`src/rtl/axis_slave_fifo.sv`:
```
// AXI4-Stream receive buffer: DEPTH-entry first-word-fall-through FIFO with
// fill-level and packet counters. PACKET_MODE selects cut-through or store-and-forward.
//
// state  | meaning
// IDLE   | output withheld, waiting for the release condition
// STREAM | head entry presented on the master port
module axis_slave_fifo #(
  parameter int DATA_WIDTH  = 8,
  parameter int DEPTH       = 16,
  parameter int PACKET_MODE = 0
) (
  input  logic                     s_axis_clk,
  input  logic                     s_axis_resetn,
  input  logic                     s_axis_tvalid,
  input  logic [DATA_WIDTH-1:0]    s_axis_tdata,
  input  logic                     s_axis_tlast,
  output logic                     s_axis_tready,
  output logic                     m_axis_tvalid,
  output logic [DATA_WIDTH-1:0]    m_axis_tdata,
  output logic                     m_axis_tlast,
  input  logic                     m_axis_tready,
  output logic [$clog2(DEPTH):0]   fill_level,
  output logic [15:0]              pkt_count
);

  localparam int AW = $clog2(DEPTH);
  localparam logic [AW:0] PTR_ONE = (AW+1)'(1);
  localparam logic [AW:0] DEPTH_L = (AW+1)'(DEPTH);

  typedef enum logic {IDLE, STREAM} state_t;

  logic [DATA_WIDTH:0] mem [DEPTH];
  logic [AW:0]         wr_ptr, rd_ptr, complete_pkts;
  logic [AW:0]         wr_ptr_nxt, rd_ptr_nxt, cpl_nxt, count_nxt;
  logic [DATA_WIDTH:0] head;
  logic                full, empty;
  logic                wr_en, rd_en, wr_last, rd_last;
  state_t              state;

  // A packet larger than the FIFO can never complete, so a full FIFO also
  // releases in store-and-forward mode.
  function automatic logic release_ok(input logic [AW:0] count, input logic [AW:0] cpl);
    if (count == '0) return 1'b0;
    if (PACKET_MODE == 0) return 1'b1;
    return (cpl != '0) || (count == DEPTH_L);
  endfunction

  assign empty         = (wr_ptr == rd_ptr);
  assign full          = (wr_ptr[AW-1:0] == rd_ptr[AW-1:0]) && (wr_ptr[AW] != rd_ptr[AW]);
  assign head          = mem[rd_ptr[AW-1:0]];
  assign s_axis_tready = !full;
  assign m_axis_tvalid = (state == STREAM);
  assign m_axis_tdata  = head[DATA_WIDTH-1:0];
  assign m_axis_tlast  = head[DATA_WIDTH];
  assign fill_level    = wr_ptr - rd_ptr;

  assign wr_en   = s_axis_tvalid && !full;
  assign rd_en   = m_axis_tvalid && m_axis_tready;
  assign wr_last = wr_en && s_axis_tlast;
  assign rd_last = rd_en && head[DATA_WIDTH];

  always_comb begin
    wr_ptr_nxt = wr_en ? (wr_ptr + PTR_ONE) : wr_ptr;
    rd_ptr_nxt = rd_en ? (rd_ptr + PTR_ONE) : rd_ptr;
    count_nxt  = wr_ptr_nxt - rd_ptr_nxt;
    cpl_nxt    = complete_pkts;
    if (wr_last && !rd_last)
      cpl_nxt = complete_pkts + PTR_ONE;
    else if (!wr_last && rd_last)
      cpl_nxt = complete_pkts - PTR_ONE;
  end

  always_ff @(posedge s_axis_clk) begin
    if (wr_en)
      mem[wr_ptr[AW-1:0]] <= {s_axis_tlast, s_axis_tdata};
  end

  always_ff @(posedge s_axis_clk or negedge s_axis_resetn) begin
    if (!s_axis_resetn) begin
      state         <= IDLE;
      wr_ptr        <= '0;
      rd_ptr        <= '0;
      complete_pkts <= '0;
      pkt_count     <= '0;
    end else begin
      wr_ptr        <= wr_ptr_nxt;
      rd_ptr        <= rd_ptr_nxt;
      complete_pkts <= cpl_nxt;
      if (wr_last)
        pkt_count <= pkt_count + 16'd1;
      case (state)
        IDLE: begin
          if (release_ok(fill_level, complete_pkts))
            state <= STREAM;
        end
        STREAM: begin
          // Mid-packet reads keep streaming; only an emptied FIFO or a packet
          // boundary without a further releasable packet drops tvalid.
          if (rd_en) begin
            if (count_nxt == '0)
              state <= IDLE;
            else if (rd_last && !release_ok(count_nxt, cpl_nxt))
              state <= IDLE;
          end
        end
        default: state <= IDLE;
      endcase
    end
  end

  logic unused_empty;
  assign unused_empty = empty;

endmodule
```
`config.mk`:
```
export PLATFORM = sky130hd
export DESIGN_NAME = axis_slave_fifo
export DESIGN_NICKNAME = d
export VERILOG_FILES = /design/src/rtl/axis_slave_fifo.sv
export SDC_FILE = /design/constraint.sdc
export NUM_CORES = 1
export LEC_CHECK = 0
export ABC_AREA = 1
export CAP_MARGIN = 40
export CORE_MARGIN = 2
export CORE_UTILIZATION = 59
export DETAILED_ROUTE_END_ITERATION = 7
export GPL_ROUTABILITY_DRIVEN = 0
export PLACE_DENSITY = 0.76
export SLEW_MARGIN = 20
export SYNTH_ARGS = -nofsm -noshare
export SYNTH_HDL_FRONTEND = slang
export SYNTH_SLANG_ARGS = --single-unit
```
`constraint.sdc`:
```
create_clock -name s_axis_clk -period 4.1 [get_ports s_axis_clk]
set_input_delay 0.41 -clock s_axis_clk [delete_from_list [all_inputs] [get_ports s_axis_clk]]
set_output_delay 0.41 -clock s_axis_clk [all_outputs]
set_load 0.1 [all_outputs]
```
-- Yosys cells after proc, flatten, opt, wreduce, memory -nomap -nowiden
Memories as Yosys holds them, arrays and structs flattened.
Cells that the tools add are included.
- memories kept: 1
- logic and storage cells: 67
- input bits: 13
- bits in registers: 32
- output and inout port bits: 32
- bits in writable memories: 144
- eq/ne operators: 4
- add/subtract/negate cells: 7
- reductions and logical operators: 18
- bitwise logic cells: 1
- multiplexer cells: 31
- memories (name ; words ; bits a word ; rd ports ; clocked after Yosys merged registers in ; write ports ; RTL line ; text):
    mem ; 16 ; 9 ; 1 ; 0 ; 1 ; 32 ; logic [DATA_WIDTH:0] mem [DEPTH];
- operators with widths (cell ; count):
    $mux W1 ; 26
    $mux W5 ; 4
    $add A16 B1 Y16 const B ; 1
    $add A5 B1 Y5 const B ; 3
    $eq A5 B5 Y1 const B ; 2
    $logic_not A5 Y1 ; 2
    $reduce_bool A5 Y1 ; 2
    $sub A5 B5 Y5 ; 2
    $logic_and A1 B1 Y1 ; 8
    $sub A5 B1 Y5 const B ; 1
    $eq A4 B4 Y1 ; 1
    $logic_not A1 Y1 ; 4
    $logic_or A1 B1 Y1 ; 2
    $pmux W1 S2 ; 1
    $ne A1 B1 Y1 ; 1
    $not A1 Y1 ; 1

-- Logic depth before layout (Yosys ltp)
Gate-level depths: netlist (run 1).
- depth after elaboration: 25
- gate-level depth with buffers: 27
- mapped depth without buffers: 24

-- Worst setup path before layout (run 1)
OpenSTA, ideal clock, no wires.
- path type: register -> register
- start: register rd_ptr[1]
- end: register state, in the netlist m_axis_tvalid
- setup time: 0.128 ns
- clock period less this slack: 3.338 ns
- required time: 3.972 ns
- slack: 0.762 ns
- cell stages (with the launch flop): 28
- arrival: 3.209 ns
- path buffers: 3
- cells stage by stage: dfrtp_1 buf_2 inv_1 clkbuf_1 buf_2 ha_1 nand2_1 nor2_2 nand2_4 nand2_4 inv_2 nand4_1 xor2_1 inv_1 ha_1 nand2_1 inv_1 nand2_1 nand2_1 inv_1 nand2_1 nand2_1 nand2_1 nand2_1 nor2_1 nand2_1 nor2_1 nor2_1
- elaborated cells on any way between the ends: 42
- classes of those cells: add/sub: 3; eq/ne: 3; mux: 19; reduce/logical: 16; memory: 1
- RTL lines (item ; RTL line ; text):
    start: declaration ; 33 ; logic [AW:0] wr_ptr, rd_ptr, complete_pkts;
    start signal: assignment ; 87 ; rd_ptr <= rd_ptr_nxt;
    $eq A4 B4 Y1 * ; 49 ; assign full = (wr_ptr[AW-1:0] == rd_ptr[AW-1:0]) && (wr_ptr[AW] != rd_ptr[AW]);
    $logic_and A1 B1 Y1 * ; 49 ;
    $logic_not A1 Y1 * ; - ;
    via s_axis_tready ; 17 ; output logic s_axis_tready,
    $logic_and A1 B1 Y1 * ; 57 ; assign wr_en = s_axis_tvalid && !full;
    $mux W5 * ; 63 ; wr_ptr_nxt = wr_en ? (wr_ptr + PTR_ONE) : wr_ptr;
    via wr_ptr_nxt[3] ; 34 ; logic [AW:0] wr_ptr_nxt, rd_ptr_nxt, cpl_nxt, count_nxt;
    $sub A5 B5 Y5 * ; 65 ; count_nxt = wr_ptr_nxt - rd_ptr_nxt;
    [... 5 more ...] ; - ;
    $mux W1 ; 99 ; if (rd_en) begin
    $mux W1 ; 91 ; case (state)
    $logic_not A1 Y1 ; 102 ; else if (rd_last && !release_ok(count_nxt, cpl_nxt))
    $logic_and A1 B1 Y1 ; 102 ;
    $mux W1 ; 102 ;
    $mux W1 * ; 100 ; if (count_nxt == '0)
    $mux W1 * ; 99 ;
    $pmux W1 S2 * ; 91 ;
    end signal: assignment ; 94 ; state <= STREAM;
    end signal: assignment ; 101 ; state <= IDLE;
    end signal: assignment ; 103 ; state <= IDLE;
    end: declaration ; 38 ; state_t state;
Mark *: on every way through the listed nets, which the timed path passes. The rest lies on a longest branch. The select of a mux whose other input is x is not followed.
A chain may end at the register's enable or synchronous reset.

-- Worst setup path after layout (run 1)
- start: register rd_ptr[0]
- end: output m_axis_tdata[2]
- cells in the longest elaborated chain, start to end: 1
- RTL lines (item ; RTL line ; text):
    $mem_v2 Z16 W9 ; - ;
    end: declaration ; 19 ; output logic [DATA_WIDTH-1:0] m_axis_tdata,
No other way between the ends.

==> reports/results.ini, run 1 <==
[synthesis]
avgSynthCellArea_um2 = 11.9
synth_fa_ha_area_frac = 0.0266
synth_simple_gate_area_frac = 0.131
yosysUniqueCellTypes = 34
synth_cells = 618
synth_top_family_by_area = simple AND/OR/NAND/NOR gates
yosysSeqAreaShare = 0.681
ys_ff_latch = 171
synth_warnings = 0
synth_compound_area_frac = 0.0971
yosys-top-cells-area = edfxtp_1 59%, dfrtp_1 9.2%, o21ai_0 5.2%
netlist_area_um2 = 7350
synth_nets = 646
synth_top_area_cell = edfxtp_1
muxShareOfSynthArea = 0.00153
yosysTopAreaCellShare = 0.589
yosys.area_share.xor_xnor = 0.0286

[grt]
grtUsageTotal = 0.265
grt_pass1_vias = 4973
met3_usage = 0.0612
grt_pass1_wl_um = 26000
antenna_found_initial = 0
top_usage_layer = met2
use_met1 = 0.356
grt-ovfl-total = 0
grt_max_degree = 73
use_met2 = 0.431

[die]
fp.dieArea_um2 = 13400
core_um2 = 12100
num_rows = 40
ios = 45
start_util = 0.609
dieWidth_um = 116
fp.dieH_um = 116

[placement]
hpwl_um = 10600
io_buffers = 44

[critical_path]
critical-path-top-delay-family = buffers and inverters
max_stage_delay_ns = 0.58
path_buf_inv = 3
r2r_start = rd_ptr[2]
cp-startpoint = rd_ptr[0]
crit_path_end_kind = primary output
r2r_slack_ns = 0.88
critPathCapture = m_axis_tdata[2]
crit_fanout = 47
start_kind = flip-flop
cp_slowest_cell = inv_2
cp.depth = 7
arrival_ns = 2.83
reg2reg_to = m_axis_tvalid
reg2reg_depth = 24
critPathRequiredTime_ns = 3.69
crit_type = reg -> out
crit_chain = inv_2 > buf_4 > nor2_1 > o221ai_1 > nand3_1 > nand3_1 > buf_4

[clocking]
post_cts_resized = 0
cts_setup_buffers = 0
postCtsHoldBufs = 0
path_clk_slew_ns = 0.06
cts_buffers = 17
clock_latency_ns = 0.42
cts_tree = yes
cts_max_path_buffers = 2
clock-sinks = 171
cts_htree_levels = 4
root_buffer = clkbuf_16

[routing]
drt_iter0_markers = 644
via_per_inst = 5.79
wirelength_um = 16700
dr_total_vias = 5063
route.detailed.drc = 0
antenna_left = 0
drtPass1Iterations = 6
wl_per_cell_um = 19.1

[sta]
final-max-slew-violation-count = 0
worst_pin_slew_ns = 0.877
grt_setup_unrepaired = no
hold_viol = 0
finalCriticalPeriod_ns = 3.24
max_slew_margin = 0.413
fin_setup_tns_ns = 0
setup_viol = 0
whs_ns = 0.357
max_freq_mhz = 308
min_period_over_period = 0.791
skew_ns = 0.00684

[cells_and_area]
antennaDiodeCount = 0
synthToLayoutAreaGrowth_pct = 21.2
utilization = 0.738
drive_gt1_frac = 0.142
nets = 721

[run_status]
status = complete, no violations

[hold_path]
hold_path.class = in -> async

[run]
cap_violations = 0

## cells in the final DEF, fill, tap and decap left out, drive strengths merged
cell           instances
a21oi                  4
buf                   53
bufinv                 3
clkbuf                18
clkdlybuf4s50         30
clkinv                10
clkinvlp               2
dfrtp                 27
edfxtp               144
fa                     1
ha                    14
inv                   38
mux2                   1
nand2                 76
nand3                 30
nand4                  3
nor2                 104
nor3                   3
nor4                   1
o211ai                 4
o21ai                 79
o21bai                 1
o221ai                14
o22ai                 22
xnor2                  8
xor2                  16
## per-stage QoR
stage,cells,area [um^2],setup slack (ns)
6_report,874,8900,0.857
5_1_grt,874,8900,0.558
4_1_cts,862,8810,0.858
3_5_place_dp,830,8230,0.951
3_3_place_gp,810,7920,1.08
2_1_floorplan,618,7350,0.762
## Yosys cell counts
library cell / number
inv_1: 34
nor3_1: 2
nand2_2: 3
nor3_2: 1
nand3_4: 1
nor2_4: 2
nor2_2: 1
a21oi_1: 4
inv_2: 4
buf_2: 5
nor2_1: 100
o221ai_1: 14
nand4_4: 1
o22ai_1: 22
nor2_8: 1
mux2_2: 1
o21ai_0: 77
o21ai_1: 2
o211ai_1: 4
nand2_1: 70
o21bai_1: 1
fa_1: 1
buf_1: 2
nor4_1: 1
edfxtp_1: 144
ha_1: 14
dfrtp_1: 27
xnor2_1: 8
clkbuf_1: 20
nand4_1: 2
xor2_1: 16
nand2_4: 3
nand3_1: 29
clkinv_1: 1
## layout make-up
type / instances / area, um^2
repair buffers: 83 / 871
multi-input cells: 381 / 2090
inverters: 39 / 146
fillers: 791 / 3160
clock buffers: 18 / 429
clock inverters: 14 / 154
flip-flops and latches: 171 / 5000
well taps: 168 / 210
## flip-flops by register name (all words and copies together), names as in the netlist
register       count
m_axis_tvalid      1
mem              144
wr_ptr             5
pkt_count         16
rd_ptr             5
## cell families (layout without fill, tap and decap cells)
kind of cell | Yosys count | after routing
xor gates and xnor gates | 24 | 24
AOI/OAI and AO/OA | 124 | 124
muxes | 1 | 1
DFF | 171 | 171
buffers and inverters | 66 | 154
and+or+nand+nor | 217 | 217
adders and majority gates | 15 | 15
## routing by layer
layer	wire (um)	share of wire
met5	0	0
met4	316	0.019
met3	1520	0.091
met2	8240	0.49
met1	6650	0.40
## worst min-delay path by stage
| stage | endpoint | startpoint | cells past startpoint | slack (ns) |
|---|---|---|---|---|
| 2_1_floorplan | m_axis_tvalid | s_axis_resetn | 0 | 0.11 |
| 3_3_place_gp | pkt_count[8] | pkt_count[8] | 1 | 0.48 |
| 3_5_place_dp | pkt_count[12] | pkt_count[12] | 1 | 0.49 |
| 4_1_cts | m_axis_tvalid | s_axis_resetn | 2 | 0.36 |
| 5_1_grt | m_axis_tvalid | s_axis_resetn | 2 | 0.39 |
| 6_report | m_axis_tvalid | s_axis_resetn | 2 | 0.36 |
Power of run 1 is left out: the tool's default activity adds up to more than one toggle a clock period on the data nets, which glitch-free logic cannot reach.
==> inputs of run 2 (changes only) <==
- CORE_UTILIZATION: 59 -> 53
- PLACE_DENSITY: 0.76 -> 0.72
- clock period: 4.1 -> 2.9 ns (I/O delays scaled with it)
==> run 2 against run 1 <==
Effect of this change: design area grew 1.6%; critical path depth grew 16; highest routed layer unchanged; setup slack lost 0.72 ns; critical endpoint is now m_axis_tvalid; worst hold slack lost 0.11 ns; clock-buffer cell count shrank 1; sequential cell count is the same.
==> reports/results.ini, run 2 (same netlist as run 1, synthesis figures left out) <==
[run_status]
status = complete, no violations

[cells_and_area]
drive_gt1_frac = 0.201
nets = 726
multiInputGateArea_um2 = 2220
synthToLayoutAreaGrowth_pct = 23.2
nFillCells = 1024
final_common_cell = edfxtp_1
antennaDiodeCount = 0
ff_latch_area_um2 = 5000
mostFrequentLayoutCells = 144 x edfxtp_1, 100 x nor2_1, 76 x o21ai_0, 67 x nand2_1, 60 x buf_4
design_area_um2 = 9050
largest_reg_flops = 144

[run]
cap_violations = 0

[die]
num_rows = 43
fp.dieH_um = 122
start_util = 0.535
fp.dieArea_um2 = 14800
core_um2 = 13700
ios = 45
dieWidth_um = 122

[sta]
grt_setup_unrepaired = yes
worst_slack_ns = 0.139
final-max-slew-violation-count = 0
hold_viol = 0
finalCriticalPeriod_ns = 2.76
worst_pin_slew_ns = 0.616
min_period_over_period = 0.952
max_freq_mhz = 362
setup_viol = 0
max_slew_margin = 0.588
whs_ns = 0.249
skew_ns = 0.00708

[critical_path]
crit_fanout = 6
crit_type = reg -> reg
cp_slowest_cell = dfrtp_1
critPathRequiredTime_ns = 3.21
arrival_ns = 3.07
crit_chain = inv_2 > ha_4 > nand2_4 > nor2_4 > nand2_8 > nand2_8 > inv_8 > nand2_1 > o21ai_1 > ha_1 > inv_1 > o21bai_4 > nand2_1 > nand2_1 > inv_1 > nand2_1 > nand2_1 > nand2_1 > nand2_1 > nor2_1 > nand2_1 > nor2_1 > nor2_1
cpMostUsedCell = nand2_1
start_kind = flip-flop
crit_path_end_kind = flip-flop
max_stage_delay_ns = 0.42

[clocking]
path_clk_slew_ns = 0.07
cts_tree = yes
root_buffer = clkbuf_16
postCtsHoldBufs = 0
clock-sinks = 171
clock_latency_ns = 0.43
cts_buffers = 17
cts_max_path_buffers = 2
cts_htree_levels = 4

[placement]
pre_cts_ws_ns = -0.0361
hpwl_um = 10300
io_buffers = 44
placed_cell_area_um2 = 8300

[routing]
antenna_left = 0
dr_total_vias = 5113
drt_iter0_markers = 443
route.detailed.drc = 0
wirelength_um = 16900
via_per_inst = 5.74
wl_per_cell_um = 18.9
drtPass1Iterations = 5

[grt]
grtUsageTotal = 0.237
grt_pass1_vias = 5118
antenna_found_initial = 0
grt-ovfl-total = 0
grt_pass1_wl_um = 26000
grt_max_degree = 73

[hold_path]
hold_path.class = in -> async

==> run 2: cell count changes in the layout (fill, tap and decap cells not counted), sizes merged <==
cell,before,now
buf,53,75
bufinv,3,1
clkdlybuf4s50,30,12
clkinv,10,8
clkinvlp,2,1
inv,38,44
==> run 2: path summary, 6_finish.rpt <==
path	end	from	slack, ns	cells past startpoint
max	m_axis_tvalid	wr_ptr[0]	0.14	23
min reg2reg	pkt_count[12]	pkt_count[12]	0.51	1
min in group s_axis_clk	pkt_count[12]	pkt_count[12]	0.51	1
min	wr_ptr[0]	s_axis_resetn	0.25	2
max in group asynchronous	wr_ptr[3]	s_axis_resetn	2.36	2
max reg2reg	m_axis_tvalid	wr_ptr[0]	0.14	23
==> run 2: stage by stage <==
| step | util | TNS (ns) | instances |
|---|---|---|---|
| global route | 0.659 | -0.0838 | 891 |
| detailed placement | 0.605 | -0.0361 | 845 |
| floorplan | - | -0.0902 | 618 |
| finish | 0.659 | 0 | 891 |
| CTS | 0.647 | 0 | 877 |
| global placement | 0.605 | 0 | 845 |
==> run 2: repair_timing <==
item                       in CTS  in global routing
pin swaps                       0                 13
resized for setup               1                 17
setup endpoints to repair       1                 10
buffers inserted                0                 14
==> run 2: worst max-delay path, delay by kind of cell (launching register included) <==
family	cells	cell delay, ns
fa+ha+maj	2	0.59
compound gates	2	0.24
flops	1	0.42
buf+inv	4	0.25
simple gates	15	1.14
==> run 2: cell type report <==
| class | count | area share |
|---|---|---|
| clock buffer | 17 | 0.0470 |
| clock inverter | 15 | 0.0155 |
| multi-input combinational | 381 | 0.246 |
| timing repair buffer | 88 | 0.0968 |
| sequential | 171 | 0.553 |
| tap | 180 | 0.0249 |
| inverter | 39 | 0.0170 |
==> run 2: layer usage <==
layer  share of wire  global-route usage
met5               0                   0
met2            0.51               0.401
met4           0.027               0.116
met1            0.40               0.289
met3           0.062              0.0543
Power of run 2 is left out for the same reason.
